[src/rtl/seq_shifter.sv]
// Iterative shifter: one single-bit LSL/LSR/ASR/ROL step per clock.
// Result is registered on entry to DONE and held until the next completion.
module seq_shifter #(
  parameter int WIDTH = 4,
  parameter int AMT_W = 3
) (
  input  logic             clk,
  input  logic             rst_n,
  input  logic             start,
  input  logic [1:0]       op,
  input  logic [WIDTH-1:0] din,
  input  logic [AMT_W-1:0] amt,
  output logic             busy,
  output logic             done,
  output logic [WIDTH-1:0] dout
);

  localparam logic [1:0] OP_LSL = 2'b00;
  localparam logic [1:0] OP_LSR = 2'b01;
  localparam logic [1:0] OP_ASR = 2'b10;
  localparam logic [1:0] OP_ROL = 2'b11;

  typedef enum logic [1:0] {
    IDLE  = 2'b00,
    SHIFT = 2'b01,
    DONE  = 2'b10
  } state_t;

  state_t           state, state_nxt;
  logic [WIDTH-1:0] work;
  logic [1:0]       op_q;
  logic [AMT_W-1:0] cnt;
  logic [WIDTH-1:0] work_step;
  logic             accept;
  logic             last_step;

  function automatic logic [WIDTH-1:0] step1(input logic [1:0] o,
                                             input logic [WIDTH-1:0] w);
    logic [WIDTH-1:0] r;
    r = w;
    case (o)
      OP_LSL:  r = {w[WIDTH-2:0], 1'b0};
      OP_LSR:  r = {1'b0, w[WIDTH-1:1]};
      OP_ASR:  r = {w[WIDTH-1], w[WIDTH-1:1]};
      OP_ROL:  r = {w[WIDTH-2:0], w[WIDTH-1]};
      default: r = w;
    endcase
    return r;
  endfunction

  assign work_step = step1(op_q, work);
  assign accept    = (state == IDLE) && start;
  assign last_step = (state == SHIFT) && (cnt == AMT_W'(1));

  // State register
  always_ff @(posedge clk or negedge rst_n) begin
    if (!rst_n) state <= IDLE;
    else        state <= state_nxt;
  end

  // Next-state logic
  always_comb begin
    state_nxt = state;
    case (state)
      IDLE:    if (start) state_nxt = (amt != '0) ? SHIFT : DONE;
      SHIFT:   if (cnt == AMT_W'(1)) state_nxt = DONE;
      DONE:    state_nxt = IDLE;
      default: state_nxt = IDLE;
    endcase
  end

  // Outputs are pure state decodes, so they never see input glitches
  always_comb begin
    busy = (state != IDLE);
    done = (state == DONE);
  end

  always_ff @(posedge clk or negedge rst_n) begin
    if (!rst_n) begin
      work <= '0;
      op_q <= '0;
      cnt  <= '0;
      dout <= '0;
    end else begin
      if (accept) begin
        work <= din;
        op_q <= op;
        cnt  <= amt;
        if (amt == '0) dout <= din;
      end else if (state == SHIFT) begin
        work <= work_step;
        cnt  <= cnt - AMT_W'(1);
        // dout takes the final step result on the edge entering DONE
        if (last_step) dout <= work_step;
      end
    end
  end

endmodule
[config.mk]
export PLATFORM = sky130hd
export DESIGN_NAME = seq_shifter
export DESIGN_NICKNAME = d
export VERILOG_FILES = /design/src/rtl/seq_shifter.sv
export SDC_FILE = /design/constraint.sdc
export NUM_CORES = 1
export LEC_CHECK = 0
export ABC_AREA = 1
export BUFFER_PORTS_ARGS = -buffer_cell sky130_fd_sc_hd__clkbuf_2
export CAP_MARGIN = 20
export CORE_MARGIN = 2
export CORE_UTILIZATION = 39
export DETAILED_ROUTE_END_ITERATION = 8
export PLACE_DENSITY = 0.69
export SLEW_MARGIN = 20
export SYNTH_ARGS = -nofsm -noshare
export SYNTH_HDL_FRONTEND = slang
export SYNTH_SLANG_ARGS = --single-unit
export TNS_END_PERCENT = 20
[constraint.sdc]
create_clock -name clk -period 2.2 [get_ports clk]
set_clock_uncertainty 0.1 [all_clocks]
set_input_delay 0.22 -clock clk [delete_from_list [all_inputs] [get_ports clk]]
set_output_delay 0.22 -clock clk [all_outputs]
set_load 0.01 [all_outputs]
## Word-level counts from Yosys, hierarchy flattened

Cells that the tools add are included.

| storage, ports and cells | value |
|---|---|
| register bits | 15 |
| input bits | 12 |
| output and inout port bits | 6 |
| logic and storage cells | 39 |

| operators by class | value |
|---|---|
| add/subtract/negate cells | 1 |
| eq/ne operators | 9 |
| multiplexer cells | 13 |
| reductions and logical operators | 11 |

Operators with widths:

| operator | count |
|---|---|
| two-way mux 4 bit | 6 |
| one-hot mux 4 bit (4 select lines) | 1 |
| equality test 2 bit (second input constant) | 3 |
| two-way mux 2 bit | 3 |
| two-way mux 3 bit | 2 |
| nonzero test 2 bit | 3 |
| equality test 2 x 1 -> 1 bit (second input constant) | 2 |
| zero test 2 bit | 2 |
| inequality test 2 bit (second input constant) | 2 |
| one-hot mux 2 bit (2 select lines) | 1 |
| equality test 3 x 1 -> 1 bit (second input constant) | 1 |
| zero test 3 bit | 1 |
| AND reduction 3 bit | 1 |
| nonzero test 3 bit | 1 |
| subtractor 3 x 1 -> 3 bit (second input constant) | 1 |
| logical AND 1 bit | 2 |
| inequality test 2 x 1 -> 1 bit (second input constant) | 1 |
| AND reduction 2 bit | 1 |

## Longest topological paths before layout

| depth | value |
|---|---|
| depth in word-level cells | 5 |
| gate-level depth with buffers | 10 |
| depth with buffers taken out | 10 |

## Worst setup path before layout

Ideal clock, no wire load.

| path | value |
|---|---|
| path kind | register -> register |
| start point | reg state[0] |
| end point | reg work[1] |
| setup time | 0.117 ns |
| data arrival time | 1.002 ns |
| required time | 1.983 ns |
| setup slack | 0.981 ns |
| stages on the path, launching flop included | 7 |
| buffers on the path | 1 |
| clock period less this slack | 1.219 ns |
| cell sequence | dfrtp_1 -> inv_2 -> nand3_2 -> buf_6 -> or2_1 -> nand3_1 -> nand2_1 |

| between the ends | value |
|---|---|
| word-level cells in the longest chain between the ends | 3 |
| elaborated cells on any way between the ends | 5 |
| classes of those cells | 1 x eq/ne; 1 x mux; 3 x reduce/logical |

RTL lines:

| item | line | RTL |
|---|---|---|
| start: declaration | 29 | `state_t state, state_nxt;` |
| start signal: assignment | 58 | `else state <= state_nxt;` |
| zero test 2 bit | 52 | `assign accept = (state == IDLE) && start;` |
| logical AND 1 bit | 52 |  |
| two-way mux 4 bit or nonzero test 2 bit (tied branches) | - |  |
| end signal: assignment | 86 | `work <= din;` |
| end signal: assignment | 91 | `work <= work_step;` |
| end: declaration | 30 | `logic [WIDTH-1:0] work;` |

Several ways; a longest one is shown, not always the timed one.
A chain may end at the register's enable or synchronous reset.

## Worst setup path in the final report

| path | value |
|---|---|
| start point | reg cnt[1] |
| end point | reg dout[2] |

| between the ends | value |
|---|---|
| word-level cells in the longest chain between the ends | 4 |

RTL lines:

| item | line | RTL |
|---|---|---|
| start: declaration | 32 | `logic [AMT_W-1:0] cnt;` |
| start signal: assignment | 88 | `cnt <= amt;` |
| start signal: assignment | 92 | `cnt <= cnt - AMT_W'(1);` |
| equality test 3 x 1 -> 1 bit | 53 | `assign last_step = (state == SHIFT) && (cnt == AMT_W'(1));` |
| logical AND 1 bit | 53 |  |
| nonzero test 2 bit (no line) | - |  |
| AND reduction 3 bit (no line) | - |  |
| end signal: assignment | 89 | `if (amt == '0) dout <= din;` |
| end signal: assignment | 94 | `if (last_step) dout <= work_step;` |
| end: declaration | 15 | `output logic [WIDTH-1:0] dout` |

Every way passes these cells.

==> metrics <==
portion of total power attributed to sequential cells 0.385; number of nets with antenna violations after detailed routing 0; first-pass GRT wire length 2.99 mm; area fraction of the dominant cell type after synthesis 0.468; number of antenna violations at the first check in global routing 0; detailed-placement wirelength estimate between 1 and 1.5 mm; layout overhead on the synthesized area 17.9%; sequential cell area fraction in the yosys report 0.468; clock tree from TritonCTS done; combinational cell fraction of total power 0.494; number of register bits inferred by synthesis 15; arrival time of the worst setup path 1510 ps; worst-skew pair later-pin latency 290 ps; leading cell type in the layout, fill and taps excluded nand2_1; post-layout instance count excluding filler cells 154; leak pwr 0.000526 uW; Chip Height 49.4 um; crit path capture type register; yosys synthesis warning count 0; Sequential Area 375 um^2; 1st-pass router iterations 5; worst rel slew slack 0.752; total power per unit cell area about 1400 nW/um^2; overflow left after global routing 0; total number of placement rows 16; Total Neg Setup Slack 0 ps; via count 721; status finished, final reports clean; FMAX 728 MHz; count of clock tree sinks 15; Post-CTS Setup Bufs 0; CTS clk-pin slew, worst paths 80 ps; number of global-route vias before repair 734; full die area 2440 um^2; power spent charging and discharging nets just under 600 uW; setup repair after global routing missed its margin false; mean instance size in the synthesized netlist 7.57 um^2; count of port buffers added during placement 17; Die Wd 49.4 um; placeable core region 1940 um^2; number of instances in the synthesized netlist 106; number of endpoints failing setup at the final stage 0; Max Fanout on Critical Path 5; transition time at the pin with the least slew margin 373 ps; Max Transition Viols Final 0; Worst VDD drop 0.000646 V; fillcell total 207; type of element launching the critical path register; area of the multi-input gates 369 um^2; total number of nets in the final design 142; post-synthesis instance area 802 um^2; largest net degree at the start of global routing 16; Final Hold Vio Count 0; Required @ worst endpoint roughly 2300 ps; synth unique cells 17; post-synthesis net count 120; max-cap viol count 0; cell at the slowest stage of the critical path dfrtp_1; global placement routability congestion 0.756; aggregate global-route resource usage 0.161; # resized after CTS 0; largest cells by area after synthesis dfrtp_1 47%, nand2_1 21%, nand3_1 10%; CTS root buffer clkbuf_4; most frequent cells in the layout 44 x nand2_1, 17 x clkbuf_2, 16 x nand3_1, 15 x dfrtp_1, 8 x inv_1; crit share post-route 0.625; worst slack at placement 833 ps; critical path, cell by cell inv_1 > ha_1 > inv_1 > nor2_1 > nand2_1 > nand2_1 > nand2_2 > clkinv_4 > nand3_1 > nand2_1; final critical path time including I/O delays and setup 1370 ps; class of the tightest hold or removal check in2reg; Inserted Clock Buffers 3; proportion of layout cells with a drive suffix above 1 0.205; most common cell type on the critical path nand2_1; aggregate routed wire length 1.63 mm; startpoint-to-endpoint class of the critical path reg2reg; clock share of power 0.121; Internal Dissipation between 700 and 800 uW; delay contributed by the slowest stage of the critical path 360 ps; Switching Fraction 0.459; detailed-route vias per instance 4.68; crit path setup slack, layout 826 ps; wire length per cell after detailed routing 10.6 um; starting utilization of the core area 0.413; Detailed Route Iter0 Violations 7; DR DRC count 0; number of buffers on the longest clock path 2; cell taking the most area after synthesis dfrtp_1; H-tree levels 1; Post-Place Cells 149; number of top-level pins 18; ANT cells 0
-- cell usage after synthesis --
master and number:
inv_1 8, dfrtp_1 15, clkinv_4 1, or2_1 2
nor2_1 5, nand2_2 2, nand3_2 1, a21oi_1 1
o21ai_0 3, nand3_1 16, inv_2 2, o221ai_1 1
o211ai_1 1, nand2_1 44, ha_1 2, xor2_1 1
buf_6 1
-- logic make-up after synthesis --
logic type	share of synthesized area
AND/OR/NAND/NOR	0.373
buffers and inverters	0.0718
XOR/XNOR	0.0109
adder cells (fa/ha/maj)	0.0312
AO/OA/AOI/OAI	0.0452
flip-flops	0.468
-- layer usage --
layer / routed length [um] / vias up / share of wire / track usage
met3: 66 / 5 / 0.040 / 0.0184
met2: 796 / 22 / 0.49 / 0.270
li1: - / 378 / - / -
met4: 39 / 0 / 0.024 / 0.0952
met1: 731 / 316 / 0.45 / 0.197
met5: 0 / - / 0 / 0
-- critical path, delay by kind of cell, from the launching register on --
kind                       cells  cell delay (ps)
and+or+nand+nor                6              470
DFF                            1              360
buffers and inverters          3              210
adders and majority gates      1              160
-- timing repair --
action                                  in CTS  in global routing
endpoints found under the setup margin       0                  0
hold buffers                                 1                  0
endpoints found under the hold margin       15                  0
-- power groups by stage --
stage | Clock (uW) | Combinational [uW] | Sequential, uW
global placement | 0 | 629 | 500
finish | 157 | 641 | 500
detailed placement | 0 | 647 | 503
CTS | 164 | 650 | 498
floorplan | 0 | 480 | 496
global route | 172 | 757 | 520
-- final cells by class --
class | instances | area share
Clock buffer | 4 | 0.0278
Inverter | 11 | 0.0489
Multi-Input combinational cell | 79 | 0.390
Sequential cell | 15 | 0.397
Tap cell | 27 | 0.0357
Timing Repair Buffer | 18 | 0.101
-- sequential cells by signal (all words and copies together), names as in the netlist --
name and flops:
cnt 3, op_q 2, dout 4, state 2
work 4
-- through the flow --
step                utilization  hold WS (ps)  cell area, um^2  power (uW)
global placement          0.468          57.4              910        1130
detailed placement        0.468          54.9              910        1150
CTS                       0.487          39.5              946        1310
finish                    0.487          38.2              946        1300
floorplan                     -          -176              802         977
global route              0.487          62.8              946        1450
-- path summary, 6_finish.rpt --
check	cells past startpoint	slack [ps]	endpoint	startpoint
setup / recovery	10	830	dout[2]$_DFFE_PN0P_	cnt[1]$_DFFE_PN0P_
hold / removal	3	40	op_q[1]$_DFFE_PN0P_	op[1]
setup reg to reg	10	830	dout[2]$_DFFE_PN0P_	cnt[1]$_DFFE_PN0P_
hold reg to reg	2	390	work[0]$_DFFE_PN0P_	work[0]$_DFFE_PN0P_
max in group asynchronous	2	1460	dout[3]$_DFFE_PN0P_	rst_n
min in group asynchronous	2	270	op_q[0]$_DFFE_PN0P_	rst_n
Power figures use the tool's default switching activity.
